$ cat config.mk
export PLATFORM = sky130hd
export DESIGN_NAME = mrge_serializer
export DESIGN_NICKNAME = d
export VERILOG_FILES = /design/src/rtl/mrge_pkg.sv /design/src/rtl/mrge_order_chk.sv /design/src/rtl/mrge_serializer.sv
export SDC_FILE = /design/constraint.sdc
export NUM_CORES = 1
export LEC_CHECK = 0
export ABC_CLOCK_PERIOD_IN_PS = 7790
export BUFFER_PORTS_ARGS = -buffer_cell sky130_fd_sc_hd__buf_2
export CAP_MARGIN = 20
export CORE_MARGIN = 2
export CORE_UTILIZATION = 59
export CTS_CLUSTER_SIZE = 24
export DETAILED_ROUTE_END_ITERATION = 6
export PLACE_DENSITY = 0.82
export SLEW_MARGIN = 10
export SYNTH_ARGS = -nofsm -noshare
export SYNTH_HDL_FRONTEND = slang
export SYNTH_SLANG_ARGS = --single-unit
$ cat constraint.sdc
create_clock -name clk -period 7.79 [get_ports clk]
set_clock_uncertainty 0.05 [all_clocks]
set_input_delay 1.1685 -clock clk [delete_from_list [all_inputs] [get_ports clk]]
set_output_delay 1.1685 -clock clk [all_outputs]
set_load 0.03 [all_outputs]
$ cat src/rtl/mrge_pkg.sv
// ---------------------------------------------------------------------------
// mrge_pkg
// Shared constants for the merge-sorter output serializer.
//   MRGE_W : data word width
//   MRGE_N : words per sorted frame
//   SLOTS  : number of frame buffers (double buffering)
//   IDX_W  : width of the word index within a frame
// ---------------------------------------------------------------------------
package mrge_pkg;

    localparam int MRGE_W = 16;
    localparam int MRGE_N = 5;
    localparam int SLOTS  = 2;
    localparam int IDX_W  = 3;

endpackage : mrge_pkg

$ cat src/rtl/mrge_order_chk.sv
// ---------------------------------------------------------------------------
// mrge_order_chk
// Combinational checker: flags a frame that is not non-decreasing.
// Equal neighbours are legal; compare is unsigned.
// Ports:
//   d   : N words, d[0] expected smallest
//   bad : 1 when any d[i] > d[i+1]
// ---------------------------------------------------------------------------
module mrge_order_chk
    import mrge_pkg::*;
#(
    parameter int W = MRGE_W,
    parameter int N = MRGE_N
) (
    input  logic [W-1:0] d [N],
    output logic         bad
);

    logic [N-2:0] pair_bad;

    for (genvar gi = 0; gi < N - 1; gi++) begin : g_pair
        assign pair_bad[gi] = (d[gi] > d[gi+1]);
    end

    assign bad = |pair_bad;

endmodule : mrge_order_chk

$ cat src/rtl/mrge_serializer.sv
// ---------------------------------------------------------------------------
// mrge_serializer
// Double-buffered serializer: captures a sorted 5-word frame in one cycle and
// streams it out one word per accepted beat, with an order-error flag per frame.
// Ports:
//   clk, rst          : clock, asynchronous active-high reset
//   in_load           : frame strobe (accepted when in_ready)
//   in_d1..in_d5      : frame words, in_d1 = smallest
//   in_ready          : a frame slot is free
//   out_data/out_valid/out_ready : serial stream handshake
//   out_idx, out_last : word position within the frame, final-word marker
//   order_err         : current frame was not non-decreasing at load
//   ovf               : sticky, a load was dropped because both slots were full
// ---------------------------------------------------------------------------
module mrge_serializer
    import mrge_pkg::*;
#(
    parameter int W = MRGE_W,
    parameter int N = MRGE_N
) (
    input  logic             clk,
    input  logic             rst,
    input  logic             in_load,
    input  logic [W-1:0]     in_d1,
    input  logic [W-1:0]     in_d2,
    input  logic [W-1:0]     in_d3,
    input  logic [W-1:0]     in_d4,
    input  logic [W-1:0]     in_d5,
    output logic             in_ready,
    output logic [W-1:0]     out_data,
    output logic             out_valid,
    input  logic             out_ready,
    output logic [IDX_W-1:0] out_idx,
    output logic             out_last,
    output logic             order_err,
    output logic             ovf
);

    localparam logic [IDX_W-1:0] LAST_IDX = IDX_W'(N - 1);
    localparam logic [1:0]       FULL_CNT = 2'(SLOTS);

    logic [W-1:0]     slot_data_q [SLOTS][N];
    logic [W-1:0]     slot_data_d [SLOTS][N];
    logic [SLOTS-1:0] slot_err_q, slot_err_d;
    logic             wp_q, wp_d;
    logic             rp_q, rp_d;
    logic [1:0]       cnt_q, cnt_d;
    logic [IDX_W-1:0] idx_q, idx_d;
    logic             ovf_q, ovf_d;

    logic [W-1:0]     in_frame [N];
    logic             load_bad;
    logic             load_acc;
    logic             beat;
    logic             last_beat;

    assign in_frame[0] = in_d1;
    assign in_frame[1] = in_d2;
    assign in_frame[2] = in_d3;
    assign in_frame[3] = in_d4;
    assign in_frame[4] = in_d5;

    mrge_order_chk #(
        .W (W),
        .N (N)
    ) u_order_chk (
        .d   (in_frame),
        .bad (load_bad)
    );

    // Output decode: everything comes from registered state, so in_ready has
    // no combinational dependence on out_ready.
    assign in_ready  = (cnt_q < FULL_CNT);
    assign out_valid = (cnt_q != 2'd0);
    assign out_idx   = idx_q;
    assign out_last  = out_valid & (idx_q == LAST_IDX);
    assign out_data  = out_valid ? slot_data_q[rp_q][idx_q] : '0;
    assign order_err = out_valid & slot_err_q[rp_q];
    assign ovf       = ovf_q;

    assign load_acc  = in_load & in_ready;
    assign beat      = out_valid & out_ready;
    assign last_beat = beat & out_last;

    always_comb begin
        slot_data_d = slot_data_q;
        slot_err_d  = slot_err_q;
        wp_d        = wp_q;
        rp_d        = rp_q;
        cnt_d       = cnt_q;
        idx_d       = idx_q;
        ovf_d       = ovf_q | (in_load & ~in_ready);

        if (load_acc) begin
            slot_data_d[wp_q] = in_frame;
            slot_err_d[wp_q]  = load_bad;
            wp_d              = ~wp_q;
        end

        if (beat) begin
            if (idx_q == LAST_IDX) begin
                idx_d = '0;
                rp_d  = ~rp_q;
            end else begin
                idx_d = idx_q + 1'b1;
            end
        end

        // A load and a final beat in the same cycle cancel in the occupancy.
        case ({load_acc, last_beat})
            2'b10:   cnt_d = cnt_q + 2'd1;
            2'b01:   cnt_d = cnt_q - 2'd1;
            default: cnt_d = cnt_q;
        endcase
    end

    always_ff @(posedge clk or posedge rst) begin
        if (rst) begin
            for (int s = 0; s < SLOTS; s++) begin
                for (int k = 0; k < N; k++) begin
                    slot_data_q[s][k] <= '0;
                end
            end
            slot_err_q <= '0;
            wp_q       <= 1'b0;
            rp_q       <= 1'b0;
            cnt_q      <= 2'd0;
            idx_q      <= '0;
            ovf_q      <= 1'b0;
        end else begin
            slot_data_q <= slot_data_d;
            slot_err_q  <= slot_err_d;
            wp_q        <= wp_d;
            rp_q        <= rp_d;
            cnt_q       <= cnt_d;
            idx_q       <= idx_d;
            ovf_q       <= ovf_d;
        end
    end

endmodule : mrge_serializer

==> metrics <==
DRC violation count after routing 0; Int Power 2.696 mW; Max-Cap Viols 0; Die W 129.3 µm; GRT Total Usage 27.98%; remaining global-route overflow 0; routability cong. 0.8712; RSZ-0062 raised after global routing no; cells on worst reg2reg path 5; CP Launch Type register; status complete, no violations; vias in the first global route 6745; RR Endpoint slot_data_q[153]$_DFFE_PP0P_; synthesized instance count 792; CTS resizes 0; Seq/Total Area, Yosys 45.95%; Layout Nets 1036; RR Startpoint cnt_q[1]$_DFFE_PP0P_; Total Power 4.293 mW; Via density 5.914; number of antenna-violating nets in the routed design 0; worst hold path cell count 1; Routed WL per cell 20.03 µm; largest net degree at the start of global routing 108; CP max-delay cell buf_4; critical path, cell by cell buf_4 -> mux4_2 -> mux2i_1 -> o22a_1 -> nor2_1 -> buf_2; Longest Clk Path Bufs 2; placement row count 45; Final Hold Viols 0; Min Hold Slack 413.2 ps; Clock Sinks 170; static leakage 5.016 nW; gr busiest metal met2; crit path DAT 2810 ps; Vert. Die Dim 129.3 µm; Worst Tran Pin Value 1104 ps; worst slack at placement 4136 ps; sw frac 37.20%; f_max 248.5 MHz; fin crit period 4024 ps; initial antenna violation count 0; final worst slack 3766 ps; drt first pass iters 5; CP Class register to primary output; Clk pwr share 19.3%; setup TNS 0 ps; design area 0.01047 mm²; worst skew pair latency 420 ps; CP required 6570 ps; clock transition at the registers of the reported paths 60 ps; met2 Track Usage GR 48.58%; Peak VDD IR 0.3467 mV; dpl hpwl 15310 µm; vias 6559; synth unique cells 42; CTS tree built; WHS Endpoint ovf$_DFF_PP0_; syn avg cell area 11.69 µm²; Flop pwr share 37.0%; final wirelength 22210 µm; dpl cell area 0.009874 mm²; Hold Crit Class register to register; Hold Path Origin ovf$_DFF_PP0_; CTS HTree Levels 4; switching power 1.597 mW; Yosys reg bits 170; num ports 108; Fillers 1135; Initial DRC Count 512; post-placement cell count 1076; first-pass GRT wire length 35290 µm; Comb power frac 43.7%; hold_buf cts 0; Netlist Area Pre-Place 0.009258 mm²; fin crit share 51.65%; fin. max-slew vios 0; Area Overhead vs Synth 13.12%; TritonCTS Buffers 17; die area 0.01671 mm²; Root Driver clkbuf_16; final core occ 68.63%; Non-Filler Instances 1109; CP max stage delay 720 ps; met3 usage 5.533%; Max FO, Critical Path 50; synth warn 0; PwrDens 409.9 mW/mm²; final setup fails 0; layout cell share with drive strength beyond 1 31.63%; FF-to-FF setup slack 4920 ps; CP Capture Type primary output; Rel. slew slack 26.21%; GR Layer Usage met1 35.75%; # diodes 0; initial core utilization 60.67%; Synthesized Nets 943; Post-CTS Setup Bufs 0; core footprint 0.01526 mm²; port bufs 107
==> cells in the mapped netlist, drive strengths merged <==
| master | count | area, µm² |
|---|---|---|
| nand2 | 83 | 311.6 |
| nand3 | 11 | 60.06 |
| mux2i | 33 | 330.3 |
| a21oi | 26 | 137.6 |
| mux2 | 97 | 1092 |
| a211oi | 1 | 7.510 |
| and4 | 3 | 26.28 |
| a221o | 4 | 40.04 |
| ha | 67 | 838.3 |
| a21o | 6 | 45.04 |
| mux4 | 32 | 720.7 |
| nor2 | 28 | 115.1 |
| nor2b | 3 | 18.77 |
| buf | 27 | 195.2 |
| nor3 | 1 | 5.000 |
| o211ai | 3 | 22.52 |
| nor3b | 1 | 7.510 |
| dfrtp | 170 | 4254 |
| clkbuf | 12 | 45.04 |
| inv | 70 | 262.8 |
| xnor2 | 4 | 35.03 |
| xor2 | 1 | 8.760 |
| o22a | 16 | 140.1 |
| o21ai | 72 | 364.1 |
| a21boi | 3 | 26.27 |
| o31ai | 3 | 22.52 |
| nand4 | 10 | 68.81 |
| nor4 | 4 | 43.80 |
| o2111a | 1 | 12.51 |
==> routing by layer <==
metal  part of all wire [%]  vias up
met2                     52      210
met3                    5.3       30
li1                       -     3009
met4                    1.9        0
met5                      0        -
met1                     41     3310
==> final cells by class <==
cell class	instances	area (µm²)	share of cell area [%]
Clock buffer	25	515.5	4.922
Sequential cell	170	4257	40.65
Tap cell	211	264.0	2.521
Timing Repair Buffer	113	593.1	5.663
Inverter	70	267.8	2.557
Multi-Input combinational cell	513	4513	43.09
Clock inverter	7	62.56	0.5974
==> how the worst max path moves through the flow <==
stage | start | slack (ps) | cells after the start | to
3_3_place_gp | out_idx[0]$_DFFE_PP0P_ | 4150 | 5 | out_data[14]
2_1_floorplan | rst | 1970 | 1 | cnt_q[0]$_DFFE_PP0P_
4_1_cts | out_idx[0]$_DFFE_PP0P_ | 3680 | 5 | out_data[9]
5_1_grt | rp_q$_DFFE_PP0P_ | 3650 | 6 | out_data[8]
6_report | rp_q$_DFFE_PP0P_ | 3770 | 6 | out_data[14]
3_5_place_dp | in_load | 4140 | 5 | slot_data_q[125]$_DFFE_PP0P_
==> cells by family after synthesis <==
logic type / after synthesis / synth area share [%]
muxes: 162 / 23.15
xor gates and xnor gates: 5 / 0.4730
adders and majority gates: 67 / 9.055
AOI/OAI and AO/OA: 135 / 8.839
DFF: 170 / 45.95
buffers and inverters: 109 / 5.433
and+or+nand+nor: 144 / 7.096
==> cells in the final DEF, fill, tap and decap left out, types with 2 or more instances in the layout <==
cell       instances
nor2b_1            3
nor2_1            26
dfrtp_2            2
mux2_2            91
buf_4              5
a21boi_1           2
o22a_1            16
a21oi_1           24
a21o_1             6
clkbuf_8           6
and4_1             3
a221o_1            4
mux2i_1           33
o211ai_1           3
inv_1             67
mux2_1             6
clkinv_2           5
clkbuf_1           2
ha_1              67
dfrtp_1          168
o21ai_0           71
clkbuf_16         17
inv_2              2
a21oi_2            2
o31ai_1            3
nor4_2             3
nand4_1            9
mux4_2            32
buf_2            107
nand3_1            9
nand2_1           83
xnor2_1            4
==> critical path: cells and delay by family (launching register included) <==
| family | cells | cell delay (ps) |
|---|---|---|
| buffers and inverters | 2 | 940 |
| muxes | 2 | 810 |
| DFF | 1 | 340 |
| AOI/OAI and AO/OA | 1 | 200 |
| and+or+nand+nor | 1 | 40 |
==> sequential cells by signal (all words and copies together) (netlist names) <==
name,cells
slot_data_q,160
out_idx,3
cnt_q,2
slot_err_q,2
ovf,1
rp_q,1
wp_q,1
==> power by group through the flow <==
stage	sequential [mW]	combinational [mW]	clock [mW]
after floorplan	1.49	1.50	0
after global placement	1.60	1.76	0
after detailed placement	1.63	1.82	0
after CTS	1.62	1.84	0.834
after global routing	1.63	2.03	0.868
final	1.59	1.88	0.828
Power figures use the tool's default switching activity.
